## src/rtl/iter_shift_if.sv

```systemverilog
// Start/busy/done handshake bundle for the iterative shift sequencer.
// The master issues shift requests and the slave (the sequencer) returns status and the result.
interface iter_shift_if #(
    parameter int WIDTH   = 32,
    parameter int SHAMT_W = 5
);
    logic               start;
    logic [1:0]         op;
    logic [WIDTH-1:0]   din;
    logic [SHAMT_W-1:0] shamt;
    logic               busy;
    logic               done;
    logic               err;
    logic [WIDTH-1:0]   dout;

    modport master (output start, op, din, shamt, input busy, done, err, dout);
    modport slave  (input start, op, din, shamt, output busy, done, err, dout);
endinterface

```

## src/rtl/iter_shift_ctrl.sv

```systemverilog
// Multi-cycle SLL/SRL/SRA sequencer built from one shift-by-2 stage and one shift-by-1 stage.
// Each cycle consumes two bits of the remaining amount, and one bit on the final odd step.
module iter_shift_ctrl #(
    parameter int WIDTH   = 32,
    parameter int SHAMT_W = 5
) (
    input  logic            clk,
    input  logic            rst_n,
    iter_shift_if.slave     bus
);
    typedef enum logic [1:0] {S_IDLE, S_SHIFT, S_DONE} state_t;

    localparam logic [1:0] OP_SLL = 2'b00;
    localparam logic [1:0] OP_SRL = 2'b01;
    localparam logic [1:0] OP_SRA = 2'b10;
    localparam logic [1:0] OP_RSV = 2'b11;

    state_t             state, state_n;
    logic [WIDTH-1:0]   acc, acc_n;
    logic [SHAMT_W-1:0] rem, rem_n;
    logic [1:0]         op_q, op_n;
    logic               err_q, err_n;

    logic [WIDTH-1:0]   sh2, sh1;
    logic               fill;

    // Both stages are always computed; the remaining count selects which one is taken.
    assign fill = (op_q == OP_SRA) ? acc[WIDTH-1] : 1'b0;

    always_comb begin
        sh2 = acc;
        sh1 = acc;
        case (op_q)
            OP_SLL: begin
                sh2 = {acc[WIDTH-3:0], 2'b00};
                sh1 = {acc[WIDTH-2:0], 1'b0};
            end
            OP_SRL, OP_SRA: begin
                sh2 = {{2{fill}}, acc[WIDTH-1:2]};
                sh1 = {fill, acc[WIDTH-1:1]};
            end
            default: begin
                sh2 = acc;
                sh1 = acc;
            end
        endcase
    end

    always_comb begin
        state_n = state;
        acc_n   = acc;
        rem_n   = rem;
        op_n    = op_q;
        err_n   = err_q;
        case (state)
            S_IDLE: begin
                if (bus.start) begin
                    acc_n = bus.din;
                    rem_n = bus.shamt;
                    op_n  = bus.op;
                    if (bus.op == OP_RSV) begin
                        err_n   = 1'b1;
                        state_n = S_DONE;
                    end else if (bus.shamt == '0) begin
                        state_n = S_DONE;
                    end else begin
                        state_n = S_SHIFT;
                    end
                end
            end
            S_SHIFT: begin
                if (rem >= SHAMT_W'(2)) begin
                    acc_n = sh2;
                    rem_n = rem - SHAMT_W'(2);
                end else if (rem == SHAMT_W'(1)) begin
                    acc_n = sh1;
                    rem_n = '0;
                end else begin
                    rem_n = '0;
                end
                if (rem_n == '0) state_n = S_DONE;
            end
            S_DONE: begin
                err_n   = 1'b0;
                state_n = S_IDLE;
            end
            default: state_n = S_IDLE;
        endcase
    end

    always_ff @(posedge clk or negedge rst_n) begin
        if (!rst_n) begin
            state <= S_IDLE;
            acc   <= '0;
            rem   <= '0;
            op_q  <= OP_SLL;
            err_q <= 1'b0;
        end else begin
            state <= state_n;
            acc   <= acc_n;
            rem   <= rem_n;
            op_q  <= op_n;
            err_q <= err_n;
        end
    end

    assign bus.busy = (state == S_SHIFT);
    assign bus.done = (state == S_DONE);
    assign bus.err  = err_q;
    assign bus.dout = acc;
endmodule

```

## src/flat_wrapper.sv

```systemverilog
// flat-port wrapper written by rule: the top's interface ports become plain ports
module iter_shift_ctrl_flat 
#(
    parameter int WIDTH   = 32,
    parameter int SHAMT_W = 5
)
  (clk, rst_n, bus_start, bus_op, bus_din, bus_shamt, bus_busy, bus_done, bus_err, bus_dout);
  iter_shift_if #(.WIDTH(WIDTH), .SHAMT_W(SHAMT_W)) bus_i ();
  input  logic clk;
  input  logic rst_n;
  input wire logic [$bits(bus_i.start)-1:0] bus_start;
  input wire logic [$bits(bus_i.op)-1:0] bus_op;
  input wire logic [$bits(bus_i.din)-1:0] bus_din;
  input wire logic [$bits(bus_i.shamt)-1:0] bus_shamt;
  output wire logic [$bits(bus_i.busy)-1:0] bus_busy;
  output wire logic [$bits(bus_i.done)-1:0] bus_done;
  output wire logic [$bits(bus_i.err)-1:0] bus_err;
  output wire logic [$bits(bus_i.dout)-1:0] bus_dout;
  assign bus_i.start = bus_start;
  assign bus_i.op = bus_op;
  assign bus_i.din = bus_din;
  assign bus_i.shamt = bus_shamt;
  assign bus_busy = bus_i.busy;
  assign bus_done = bus_i.done;
  assign bus_err = bus_i.err;
  assign bus_dout = bus_i.dout;
  iter_shift_ctrl #(.WIDTH(WIDTH), .SHAMT_W(SHAMT_W)) u_core (.clk(clk), .rst_n(rst_n), .bus(bus_i));
endmodule
```

## config.mk

```make
export PLATFORM = sky130hd
export DESIGN_NAME = iter_shift_ctrl_flat
export DESIGN_NICKNAME = d
export VERILOG_FILES = /design/src/rtl/iter_shift_if.sv /design/src/rtl/iter_shift_ctrl.sv /design/src/flat_wrapper.sv
export SDC_FILE = /design/constraint.sdc
export NUM_CORES = 1
export LEC_CHECK = 0
export ABC_CLOCK_PERIOD_IN_PS = 5900
export CAP_MARGIN = 10
export CORE_AREA = 2 2 90 92
export CTS_CLUSTER_SIZE = 40
export DETAILED_ROUTE_END_ITERATION = 16
export DIE_AREA = 0 0 92 94
export GPL_TIMING_DRIVEN = 0
export PLACE_DENSITY_LB_ADDON = 0.1
export SYNTH_ARGS = -nofsm -noshare
export SYNTH_HDL_FRONTEND = slang
export SYNTH_SLANG_ARGS = --single-unit
```

## constraint.sdc

```tcl
create_clock -name clk -period 5.9 [get_ports clk]
set_clock_uncertainty 0.2 [all_clocks]
set_input_delay 0.885 -clock clk [delete_from_list [all_inputs] [get_ports clk]]
set_output_delay 0.885 -clock clk [all_outputs]
set_load 0.02 [all_outputs]
```

==> results_tabular.tex <==
\begin{tabular}{lr}
\hline
Metric & Value \\
\hline
\multicolumn{2}{l}{\textbf{Run status}} \\
Result of the run & completed \\
\multicolumn{2}{l}{\textbf{Floorplanning}} \\
Row Count & 32 \\
IO Count & 77 \\
Floorplan die area & a little under 0.009 mm² \\
Starting density of the core & 40.1\% \\
Die X & $\sim$92 µm \\
Die height & $\sim$94 µm \\
Standard cell core area & $\sim$0.0076 mm² \\
\multicolumn{2}{l}{\textbf{Finish}} \\
Number of fill cells & 763 \\
Fraction of final layout cells sized beyond drive strength 1 & under 10\% \\
Number of nets in the layout & about 530 \\
Footprint of the multi-input gates & $\sim$0.0018 mm² \\
Relative area change from synthesis to final layout & 33.1\% \\
Sequential cell area & approximately 0.0011 mm² \\
Final std cell area, no fill & roughly 0.004 mm² \\
Antenna Cells & 0 \\
\multicolumn{2}{l}{\textbf{STA}} \\
Number of max-slew violations in the final report & 0 \\
Worst-case headroom to the max-slew limit & approximately half \\
Highest attainable clock frequency & 0.275 GHz \\
Fin crit share & around three fifths \\
Worst Tran Pin Value & around 0.7 ns \\
RSZ-0062 raised after global routing & no \\
Clock period minus final worst setup slack & around 3.6 ns \\
Final hold slack & 0.308 ns \\
Total setup violations reported at the end of the flow & 0 \\
Number of hold violations in the final report & 0 \\
Final setup TNS & 0 ns \\
Final Worst Setup Slack & $\sim$2.3 ns \\
\multicolumn{2}{l}{\textbf{Power}} \\
Power density of the placed cells & a little under 700 mW/mm² \\
Proportion of power drawn by flip-flops and latches & between 20 and 25\% \\
Worst IR drop on VDD & approximately 290 µV \\
Fraction of power spent switching nets & between 50\% and 60\% \\
Internal power & about 0.0014 W \\
Fraction of power consumed by combinational cells & 69.6\% \\
Overall Power & about 0.0028 W \\
Static Leakage & around 1.5 nW \\
Net load switching power & between 0.001 and 0.0015 W \\
Relative contribution of the clock network to total power & around 8.3\% \\
\multicolumn{2}{l}{\textbf{CTS}} \\
Number of levels in the clock H-tree & 2 \\
Setup repair bufs after CTS & 0 \\
TritonCTS buffer count & 5 \\
Clock edge transition at the registers on the reported setup and hold paths & about 0.090 ns \\
Clock tree root driver cell & sky130\_fd\_sc\_hd\_\_clkbuf\_8 \\
Buffer levels on the longest clock path & 2 \\
Total clock sinks & between 40 and 50 \\
Post-cts repair resize count & 0 \\
Clock latency reported for the late side of the worst-skew pair & just over 0.3 ns \\
Number of buffers inserted for hold repair after clock tree synthesis & 0 \\
TritonCTS clock tree & done \\
\multicolumn{2}{l}{\textbf{Route}} \\
Drt via density & a little under 6 \\
DRC Markers & 0 \\
Number of nets still failing antenna checks after routing & 0 \\
Initial DRC count & roughly 260 \\
First-pass iteration count of the detailed router & 5 \\
Detailed-route wire length per cell & approximately 17 µm \\
Routed wire length & 10200 µm \\
Vias & around 3400 \\
\multicolumn{2}{l}{\textbf{Logic synthesis}} \\
Yosys reg bits & between 40 and 50 \\
Dominant cell type by area after synthesis & sky130\_fd\_sc\_hd\_\_dfrtp\_1 \\
Sequential cell area fraction in the yosys report & between 30 and 40\% \\
Post-synthesis cell type count & 46 \\
Main synth FF type & sky130\_fd\_sc\_hd\_\_dfrtp\_1 \\
Mean post-synth cell area & between 7 and 8 µm² \\
Net Count, Synth & between 400 and 500 \\
Fraction of registers with async set or reset after synthesis & 100\% \\
Number of standard cells after synthesis & around 400 \\
Yosys warnings & 0 \\
Post-Syn Area & roughly 0.003 mm² \\
Dominant cells by area after synthesis & sky130\_fd\_sc\_hd\_\_dfrtp\_1 (34\%), sky130\_fd\_sc\_hd\_\_nand2\_1 (10\%), sky130\_fd\_sc\_hd\_\_o211ai\_1 (6.9\%), sky130\_fd\_sc\_hd\_\_nand2b\_1 (6.6\%), sky130\_fd\_sc\_hd\_\_a31oi\_1 (5.9\%) \\
Share of the synthesized area in the top cell type & approximately a third \\
Post-synth EDFFs & 0 \\
\multicolumn{2}{l}{\textbf{Worst setup path}} \\
CP Class & reg2out \\
Endpoint arrival time on the critical path & approximately 2.6 ns \\
Worst-path fanout max & 10 \\
Worst Path Required & 4.82 ns \\
Critical path capture point type & primary output \\
Critical path startpoint category & flop \\
\multicolumn{2}{l}{\textbf{Place}} \\
Detail Placement HPWL & $\sim$7500 µm \\
Post-Place Setup Slack & 2.57 ns \\
Routability-driven placement congestion ratio & between 0.8 and 0.9 \\
Post-Place Cell Area & just under 0.004 mm² \\
Port buffer count & 76 \\
\multicolumn{2}{l}{\textbf{Run}} \\
Max-cap violations & 0 \\
\multicolumn{2}{l}{\textbf{GRT}} \\
Number of global-route vias before repair & approximately 3300 \\
Pin count of the biggest net entering global routing & 26 \\
Total overflow reported by the global router & 0 \\
First-pass GRT wire length & around 17000 µm \\
Number of antenna violations at the first check in global routing & 0 \\
Total global routing track utilization & between 20\% and 30\% \\
\multicolumn{2}{l}{\textbf{Min path}} \\
Worst hold-check path type & in2async \\
\hline
\end{tabular}
stage by stage:
step / instances / util [%]
detailed placement: 576 / 52.0
finish: 584 / 53.4
global placement: 575 / 51.8
global route: 584 / 53.4
CTS: 584 / 53.4
floorplan: 397 / -
Yosys cell counts (2+ instances only):
| cell type | number |
|---|---|
| sky130_fd_sc_hd__a211o_1 | 2 |
| sky130_fd_sc_hd__a211oi_1 | 2 |
| sky130_fd_sc_hd__a21oi_1 | 10 |
| sky130_fd_sc_hd__a22oi_1 | 3 |
| sky130_fd_sc_hd__a31oi_1 | 29 |
| sky130_fd_sc_hd__buf_1 | 2 |
| sky130_fd_sc_hd__buf_2 | 4 |
| sky130_fd_sc_hd__buf_6 | 2 |
| sky130_fd_sc_hd__clkbuf_1 | 29 |
| sky130_fd_sc_hd__dfrtp_1 | 42 |
| sky130_fd_sc_hd__ha_1 | 3 |
| sky130_fd_sc_hd__inv_1 | 9 |
| sky130_fd_sc_hd__mux2_2 | 2 |
| sky130_fd_sc_hd__nand2_1 | 83 |
| sky130_fd_sc_hd__nand2b_1 | 32 |
| sky130_fd_sc_hd__nand3_1 | 5 |
| sky130_fd_sc_hd__nand4_1 | 27 |
| sky130_fd_sc_hd__nor2_1 | 5 |
| sky130_fd_sc_hd__nor3_1 | 33 |
| sky130_fd_sc_hd__nor3b_2 | 2 |
| sky130_fd_sc_hd__o211ai_1 | 28 |
| sky130_fd_sc_hd__o21ai_0 | 6 |
| sky130_fd_sc_hd__o221a_2 | 2 |
| sky130_fd_sc_hd__o22ai_1 | 9 |
| sky130_fd_sc_hd__o2bb2ai_1 | 3 |
| sky130_fd_sc_hd__o31ai_1 | 2 |
| sky130_fd_sc_hd__or3b_2 | 2 |
routing by layer:
layer	routed length, µm	track usage, %	vias to the layer above
li1	-	-	1643
met1	4760	33.2	1669
met2	4830	40.4	111
met3	456	3.53	9
met4	110	5.72	0
met5	0	0	-
power by group through the flow:
| stage | registers, W | clock network [W] | logic (W) |
|---|---|---|---|
| global route | 0.000646 | 0.000248 | 0.00214 |
| detailed placement | 0.000623 | 0 | 0.00194 |
| CTS | 0.000618 | 0.000237 | 0.00195 |
| global placement | 0.000622 | 0 | 0.00191 |
| floorplan | 0.000714 | 0 | 0.00119 |
| finish | 0.000622 | 0.000234 | 0.00196 |
cell families after synthesis:
kind of cell / count (synthesis) / synth area share [%]
AND/OR/NAND/NOR: 198 / 32.8
AO/OA/AOI/OAI: 103 / 23.8
buffers and inverters: 48 / 6.69
flip-flops: 42 / 34.5
adder cells (fa/ha/maj): 3 / 1.23
multiplexers: 2 / 0.738
XOR/XNOR: 1 / 0.287
layout make-up:
class / instances / share of cell area, %
Clock inverter: 1 / 0.740
Tap cell: 102 / 3.14
Sequential cell: 42 / 25.9
Buffer: 38 / 4.10
Inverter: 10 / 0.925
Multi-Input combinational cell: 307 / 44.2
Clock buffer: 7 / 1.88
Timing Repair Buffer: 77 / 19.1
path summary, 6_finish.rpt:
check                      slack, ns  depth (start not counted)       startpoint                   to
max                             2.27                          5  u_core.state[1]             bus_busy
max in group asynchronous       4.69                          2            rst_n   u_core.bus.dout[2]
min in group clk                0.32                          2   u_core.bus.err       u_core.bus.err
min reg2reg                     0.32                          2   u_core.bus.err       u_core.bus.err
max reg2reg                     2.98                          8    u_core.rem[1]  u_core.bus.dout[20]
min                             0.31                          1            rst_n       u_core.bus.err
cells in the final DEF, fill, tap and decap left out, types with 6 or more instances in the layout:
| master | n |
|---|---|
| sky130_fd_sc_hd__a31oi_1 | 29 |
| sky130_fd_sc_hd__o22ai_1 | 9 |
| sky130_fd_sc_hd__o21ai_0 | 6 |
| sky130_fd_sc_hd__clkdlybuf4s50_1 | 75 |
| sky130_fd_sc_hd__nor3_1 | 33 |
| sky130_fd_sc_hd__a21oi_1 | 10 |
| sky130_fd_sc_hd__clkbuf_1 | 31 |
| sky130_fd_sc_hd__nand2b_1 | 32 |
| sky130_fd_sc_hd__o211ai_1 | 28 |
| sky130_fd_sc_hd__nand4_1 | 27 |
| sky130_fd_sc_hd__inv_1 | 9 |
| sky130_fd_sc_hd__dfrtp_1 | 42 |
| sky130_fd_sc_hd__nand2_1 | 83 |
flip-flops by register name (all words and copies together), names as in the netlist:
name	cells
u_core.rem	5
u_core.bus.dout	32
u_core.state	2
u_core.bus.err	1
u_core.op_q	2
critical path: stages (launching register included):
cell	delay, ns
sky130_fd_sc_hd__dfrtp_1	0.46
sky130_fd_sc_hd__nand2b_1	0.22
sky130_fd_sc_hd__buf_1	0.27
sky130_fd_sc_hd__inv_2	0.20
sky130_fd_sc_hd__clkbuf_1	0.39
sky130_fd_sc_hd__clkdlybuf4s50_1	0.69
Power figures use the tool's default switching activity.
